===== src/rtl/bus_timer_device.sv =====
// bus_timer_device: memory-mapped 64-bit machine timer (mtime, mtimecmp, prescaler, level irq)
// on the responder side of a single-cycle request bus. Optional macro: BUS_TIMER_HI_LATCH_EN.
module bus_timer_device #(
  parameter int DataWidth     = 32,  // only 32 is supported
  parameter int AddressWidth  = 32,
  parameter int PrescaleWidth = 16
) (
  input  logic                    clk_i,
  input  logic                    rst_i,
  input  logic                    device_req_i,
  input  logic [AddressWidth-1:0] device_addr_i,
  input  logic                    device_we_i,
  input  logic [DataWidth-1:0]    device_wdata_i,
  output logic [DataWidth-1:0]    device_rdata_o,
  output logic                    timer_irq_o
);

  typedef enum logic [2:0] {
    REG_MTIME_LO    = 3'd0,
    REG_MTIME_HI    = 3'd1,
    REG_MTIMECMP_LO = 3'd2,
    REG_MTIMECMP_HI = 3'd3,
    REG_CTRL        = 3'd4,
    REG_PRESCALE    = 3'd5,
    REG_STATUS      = 3'd6,
    REG_RESERVED    = 3'd7
  } reg_e;

  logic [63:0]              r_mtime;
  logic [63:0]              r_mtimecmp;
  logic                     r_enable;
  logic                     r_irq_en;
  logic [PrescaleWidth-1:0] r_prescale;
  logic [PrescaleWidth-1:0] r_prescale_cnt;
  logic [DataWidth-1:0]     r_rdata;
  logic                     r_irq;

  reg_e                     w_offset;
  logic                     w_write;
  logic                     w_read;
  logic                     w_tick;
  logic                     w_cmp_ge;
  logic [63:0]              w_mtime_next;
  logic [PrescaleWidth-1:0] w_prescale_cnt_next;
  logic [DataWidth-1:0]     w_read_value;
  logic [DataWidth-1:0]     w_mtime_hi_view;
  logic                     w_unused_addr;

  // Base/mask decode lives in the interconnect; only the word offset matters here.
  assign w_offset      = reg_e'(device_addr_i[4:2]);
  assign w_unused_addr = ^{device_addr_i[AddressWidth-1:5], device_addr_i[1:0]};

  assign w_write  = device_req_i && device_we_i;
  assign w_read   = device_req_i && !device_we_i;
  assign w_tick   = r_enable && (r_prescale_cnt == r_prescale);
  assign w_cmp_ge = (r_mtime >= r_mtimecmp);

  // A bus write to either mtime half wins over a tick in the same cycle: the written
  // half takes the bus value and the other half keeps its pre-increment value.
  always_comb begin
    // NOTE: every combinational output gets a default first so no path can infer a latch.
    w_mtime_next = r_mtime;
    if (w_write && w_offset == REG_MTIME_LO) begin
      w_mtime_next = {r_mtime[63:32], device_wdata_i};
    end else if (w_write && w_offset == REG_MTIME_HI) begin
      w_mtime_next = {device_wdata_i, r_mtime[31:0]};
    end else if (w_tick) begin
      w_mtime_next = r_mtime + 64'd1;
    end
  end

  always_comb begin
    w_prescale_cnt_next = r_prescale_cnt;
    if (w_write && w_offset == REG_PRESCALE) begin
      w_prescale_cnt_next = '0;
    end else if (w_tick) begin
      w_prescale_cnt_next = '0;
    end else if (r_enable) begin
      w_prescale_cnt_next = r_prescale_cnt + PrescaleWidth'(1);
    end
  end

`ifdef BUS_TIMER_HI_LATCH_EN
  logic [31:0] r_mtime_hi_shadow;

  // Reading LO snapshots HI so a LO-then-HI pair is coherent across a carry.
  always_ff @(posedge clk_i) begin
    if (rst_i) begin
      r_mtime_hi_shadow <= '0;
    end else if (w_read && w_offset == REG_MTIME_LO) begin
      r_mtime_hi_shadow <= r_mtime[63:32];
    end
  end

  assign w_mtime_hi_view = r_mtime_hi_shadow;
`else
  assign w_mtime_hi_view = r_mtime[63:32];
`endif

  always_comb begin
    w_read_value = '0;
    case (w_offset)
      REG_MTIME_LO:    w_read_value = r_mtime[31:0];
      REG_MTIME_HI:    w_read_value = w_mtime_hi_view;
      REG_MTIMECMP_LO: w_read_value = r_mtimecmp[31:0];
      REG_MTIMECMP_HI: w_read_value = r_mtimecmp[63:32];
      REG_CTRL:        w_read_value = DataWidth'({r_irq_en, r_enable});
      REG_PRESCALE:    w_read_value = DataWidth'(r_prescale);
      REG_STATUS:      w_read_value = DataWidth'({r_irq, w_cmp_ge});
      default:         w_read_value = '0;
    endcase
  end

  always_ff @(posedge clk_i) begin
    // NOTE: sequential state uses non-blocking assignments so every register samples
    // pre-edge values, independent of statement order.
    if (rst_i) begin
      r_mtime        <= '0;
      r_mtimecmp     <= '1;
      r_enable       <= 1'b0;
      r_irq_en       <= 1'b0;
      r_prescale     <= '0;
      r_prescale_cnt <= '0;
      r_rdata        <= '0;
      r_irq          <= 1'b0;
    end else begin
      r_mtime        <= w_mtime_next;
      r_prescale_cnt <= w_prescale_cnt_next;
      r_irq          <= r_irq_en && w_cmp_ge;
      r_rdata        <= w_read ? w_read_value : '0;
      if (w_write) begin
        case (w_offset)
          REG_MTIMECMP_LO: r_mtimecmp[31:0]  <= device_wdata_i;
          REG_MTIMECMP_HI: r_mtimecmp[63:32] <= device_wdata_i;
          REG_CTRL: begin
            r_enable <= device_wdata_i[0];
            r_irq_en <= device_wdata_i[1];
          end
          REG_PRESCALE:    r_prescale <= device_wdata_i[PrescaleWidth-1:0];
          default:         ;
        endcase
      end
    end
  end

  assign device_rdata_o = r_rdata;
  assign timer_irq_o    = r_irq;

endmodule


===== config.mk =====
export PLATFORM = sky130hd
export DESIGN_NAME = bus_timer_device
export DESIGN_NICKNAME = d
export VERILOG_FILES = /design/src/rtl/bus_timer_device.sv
export SDC_FILE = /design/constraint.sdc
export NUM_CORES = 1
export LEC_CHECK = 0
export ABC_AREA = 1
export BUFFER_PORTS_ARGS = -buffer_cell sky130_fd_sc_hd__buf_2
export CORE_MARGIN = 1
export CORE_UTILIZATION = 60
export DETAILED_ROUTE_END_ITERATION = 12
export GPL_TIMING_DRIVEN = 0
export PLACE_DENSITY = 0.89
export SYNTH_ARGS = -nofsm -noshare
export SYNTH_HDL_FRONTEND = slang
export SYNTH_SLANG_ARGS = --single-unit

===== constraint.sdc =====
create_clock -name clk_i -period 4.7 [get_ports clk_i]
set_clock_uncertainty 0.05 [all_clocks]
set_input_delay 0.94 -clock clk_i [delete_from_list [all_inputs] [get_ports clk_i]]
set_output_delay 0.94 -clock clk_i [all_outputs]
set_load 0.02 [all_outputs]

=== Word level (Yosys, flattened, before mapping) ===
Index checks and enable logic that the tools add are counted.

* Register bits after elaboration: 195
* Output and inout port bits: 33
* Logic and storage cells: 46

* Add/sub/neg operators: 2
* Order comparisons: 1
* Eq/ne operators: 8
* Mux-type cells: 4
* Bitwise gates (word level): 2
* Reductions and logical operators: 19

{| class="wikitable"
|+ Operators with widths
! kind !! count
|-
| 32-bit one-hot mux with 7 select lines || 1
|-
| 64-bit 2-to-1 mux || 2
|-
| 64-bit by 1-bit adder with 64-bit output, second input constant || 1
|-
| 64-bit greater-or-equal comparator || 1
|-
| 32-bit 2-to-1 mux || 1
|-
| 16-bit by 1-bit adder with 16-bit output, second input constant || 1
|-
| 16-bit equality test || 1
|-
| 2-bit AND reduction || 6
|-
| 3-bit equality test, second input constant || 3
|-
| 1-bit logical AND || 7
|-
| 3-bit by 2-bit equality test with 1-bit output, second input constant || 2
|-
| 2-bit nonzero test || 2
|-
| 3-bit by 1-bit equality test with 1-bit output, second input constant || 1
|-
| 3-bit logical NOT || 1
|-
| 3-bit OR reduction || 1
|-
| 2-bit != test, second input constant || 1
|-
| 1-bit inverter || 2
|-
| 2-bit OR reduction || 1
|-
| 1-bit logical NOT || 1
|}

=== Longest topological paths before layout ===
* Word-level depth: 5
* Mapped depth: 14
* Depth with buffers taken out: 14

=== Worst setup path after synthesis ===
Ideal clock, no wire load.

* Kind: input -> register
* From: input port device_addr_i[3]
* To: register r_mtime[25]
* Data arrival time: 2.312 ns
* Required time: 4.518 ns
* Setup slack: 2.206 ns
* Stages: 12
* Cell sequence: buf_2 nor3_4 inv_4 nor2_4 inv_2 nand2_2 buf_2 a21oi_1 o21ai_0 o21ai_1 nand2_1 a21oi_1

* Cells in the longest elaborated chain, start to end: 4

{| class="wikitable"
|+ RTL lines
! element !! line !! RTL
|-
| from (decl) || 11 || <nowiki>input logic [AddressWidth-1:0] device_addr_i,</nowiki>
|-
| 3-bit by 1-bit equality test with 1-bit output or 3-bit logical NOT (tied branches) || 65, 63 ||
|-
| 1-bit logical AND (on tied branches) || 65, 63 ||
|-
| 2-bit != test (no line) or 2-bit nonzero test (tied branches) || -- ||
|-
| 2-bit AND reduction (no line) || -- ||
|-
| to (signal assigned) || 127 || <nowiki>r_mtime <= w_mtime_next;</nowiki>
|-
| to (decl) || 29 || <nowiki>logic [63:0] r_mtime;</nowiki>
|}

Several ways; a longest one is shown, not always the timed one.
A chain may end at the register's enable or synchronous reset.

=== Worst setup path in the final report ===
* From: input port device_addr_i[3]
* To: register r_mtime[15]

The elaborated chain is that of the path after synthesis.

==> flow_summary_export.csv <==
group,metric,value,unit
run_status,status,"finished clean",
floorplan,rows,51,
global_route,grt_max_degree,23,
power_and_ir_drop,pwr-share-clk,45.1,%
placed_design,io_buffers,70,
final_layout,drive_above_1_share,7.70,%
synthesis,ys_ff_latch,195,
worst_setup_path,path_class,"primary input to register",
synthesis,synth_top_family_by_area,"simple AND/OR/NAND/NOR gates",
synthesis,synth_top_area_share,32.3,%
sta,worst_slack,1.16,ns
power_and_ir_drop,p_sw,1050,µW
floorplan,die_area,0.0207,mm²
worst_setup_path,crit_fanout,10,
route,wl_per_cell,23.7,µm
clock_network,cts.sinks,195,
floorplan,dieWidth,144,µm
final_layout,seq_area,0.00390,mm²
route,drcViolationCount,0,
power_and_ir_drop,powerDensity,267,mW/mm²
synthesis,muxShareOfSynthArea,0,%
power_and_ir_drop,p_sw_share,29.4,%
global_route,grt_pass1_wl,76.7,mm
floorplan,floorplan.initialDensity,61.7,%
floorplan,dieHeight,144,µm
synthesis,synthAdderAreaFrac,6.83,%
route,ant_nets,0,
final_layout,multiInputGateArea,0.00701,mm²
final_layout,fin_nets,2082,
clock_network,cts_tree,"done",
clock_network,clock-root-buffer,"clkbuf_16",
worst_setup_path,worst_ep_required_time,4.96,ns
synthesis,syn_nets,1993,
synthesis,synth_cell_types,43,
route,dr.pass1.iters,8,
worst_setup_path,worstSetupEndpointType,"register",
synthesis,synth_edf_count,0,
sta,rsz0062_at_grt,"false",
synthesis,synth_top_cells_by_area,"dfxtp_1 32%, nand2_1 16%, ha_1 6.8%, inv_1 6.8%, nor2_1 6.2%",
synthesis,synthTopCellsByCount,"501 x nand2_1, 220 x inv_1, 200 x nor2_1, 195 x dfxtp_1, 147 x a21oi_1",
synthesis,netlist_instances,1859,
power_and_ir_drop,power_frac_comb,7.9,%
sta,fin_crit,3.54,ns
worst_setup_path,critPathArrivalTime,3.80,ns
worst_setup_path,reg2reg_slack,1.63,ns
floorplan,coreArea,0.0196,mm²
route,vias,14200,
sta,finalMaxSlewViolations,0,
power_and_ir_drop,seq_power_share,47.0,%
clock_network,ctsHoldBuffers,0,
synthesis,synth_largest_area_cell,"dfxtp_1",
placed_design,pre_cts_ws,1.01,ns
placed_design,hpwl,40.1,mm
synthesis,synthSimpleGateAreaFrac,31.0,%
final_layout,n_antenna_cell,0,
route,drt-total-wl,52.7,mm
power_and_ir_drop,leakagePower,0.00576,µW
clock_network,cts_max_path_buffers,2,
worst_setup_path,start_kind,"primary input",
route,initialDrtViolationCount,2124,
synthesis,synth_most_common_cell,"nand2_1",
synthesis,synth.avg_cell_area,6.50,µm²
synthesis,seq_area_frac_synth,32.3,%
sta,finalHoldViolCount,0,
sta,relSlewSlack,7.42,%
run,maxCapViolCount,0,
sta,setup_viol,0,
route,via_per_inst,6.39,
synthesis,synthFlopType,"dfxtp_1",
sta,fmax,0.283,GHz
clock_network,cts_buffers,17,
synthesis,synth.cell_area,0.0121,mm²
synthesis,synthArstFlopShare,0,%
floorplan,io_pins,101,
sta,fin_crit_sh,75.2,%
global_route,grt_antenna_before_repair,1,
placed_design,finalWeightedCongestion,1.09,
global_route,grt-ovfl-total,0,
worst_hold_path,min_path_type,"register to register",
sta,setup_tns,0,ns
clock_network,post_cts_buffers,0,
synthesis,synth_compound_area_share,18.4,%
global_route,grt_pass1_vias,12800,
synthesis,yosysWarnings,0,
clock_network,clock_latency,0.47,ns
power_and_ir_drop,p_int,2530,µW
synthesis,synth_xor_area_share,1.74,%
power_and_ir_drop,ir_drop,0.258,mV
sta,tightest_slew,1.39,ns
final_layout,nFillCells,1740,
clock_network,htreeDepth,4,
clock_network,cts_resized,0,
final_layout,areaGrowthSynthToFinish,11.0,%
global_route,grt_use_total,51.6,%
clock_network,path_clk_slew,0.09,ns
-- layout by cell type, fill, tap and decap left out, drive strengths merged --
master,synthesis,routed
a211oi,3,3
a21o,1,1
a21oi,148,148
a221oi,28,28
a31oi,2,2
and2,4,4
and3,1,1
buf,34,104
bufinv,0,1
clkbuf,39,56
clkinv,2,10
dfxtp,195,195
ha,66,66
inv,226,232
nand2,504,504
nand3,115,115
nand3b,11,11
nand4,23,23
nor2,204,204
nor3,29,29
nor3b,2,2
nor4,2,2
o211ai,65,65
o21a,4,4
o21ai,83,83
o21bai,1,1
o221ai,1,1
o22ai,38,38
or2,4,4
xnor2,13,13
xor2,11,11
-- cells by family (layout without fill, tap and decap cells) --
kind of cell	after synthesis	in the layout
AND/OR/NAND/NOR	899	899
adder cells (fa/ha/maj)	66	66
XOR/XNOR	24	24
flip-flops	195	195
buffers and inverters	301	403
AO/OA/AOI/OAI	374	374
-- final cells by class --
class	count	area share, %
Inverter	228	6.40
Timing Repair Buffer	70	2.61
Clock buffer	17	3.17
Sequential cell	195	29.1
Tap cell	265	2.47
Buffer	73	2.37
Multi-Input combinational cell	1363	52.3
Clock inverter	15	1.64
-- stage by stage --
step,area [µm²],instances,power [µW],hold WS (ns),utilization (%)
3_5_place_dp,12800,2194,1980,0.415,65.2
6_report,13400,2226,3580,0.420,68.5
4_1_cts,13400,2226,3530,0.412,68.5
5_1_grt,13400,2226,3630,0.419,68.5
2_1_floorplan,12100,1859,1860,0.380,-
3_3_place_gp,12800,2194,1980,0.403,65.2
-- worst paths after layout --
check,from,to,cells past startpoint
setup / recovery,device_addr_i[3],r_mtime[15],10
hold / removal,r_irq_en,timer_irq_o,2
setup reg to reg,r_enable,r_mtime[15],9
hold reg to reg,r_irq_en,timer_irq_o,2
-- worst max-delay path, cell delays in order --
cell and delay [ns]:
buf_2 0.14, nor3_4 0.83, inv_4 0.26, nor2_4 0.27, inv_2 0.13, nand4_2 0.27
nand2_1 0.21, clkbuf_1 0.42, o21ai_0 0.22, a21oi_1 0.09
-- power by group through the flow --
stage | combinational [µW] | clock [µW] | sequential, µW
after detailed placement | 261 | 0 | 1720
final | 282 | 1620 | 1690
after CTS | 262 | 1580 | 1680
after global routing | 290 | 1650 | 1690
after floorplan | 137 | 0 | 1730
after global placement | 254 | 0 | 1720
-- sequential cells by signal, indices dropped and copies added, names as in the netlist --
register / count
r_mtime: 64
r_irq_en: 1
r_prescale_cnt: 16
device_rdata_o: 32
timer_irq_o: 1
r_enable: 1
r_mtimecmp: 64
r_prescale: 16
-- layer usage --
layer | vias up | global-route usage, % | part of all wire, %
met5 | - | 0 | 0.021
met4 | 2 | 36.1 | 7.8
met3 | 268 | 17.7 | 15
met2 | 1179 | 74.6 | 41
met1 | 6447 | 63.8 | 36
li1 | 6335 | - | -
No activity file was read; power rests on OpenSTA's default activity.
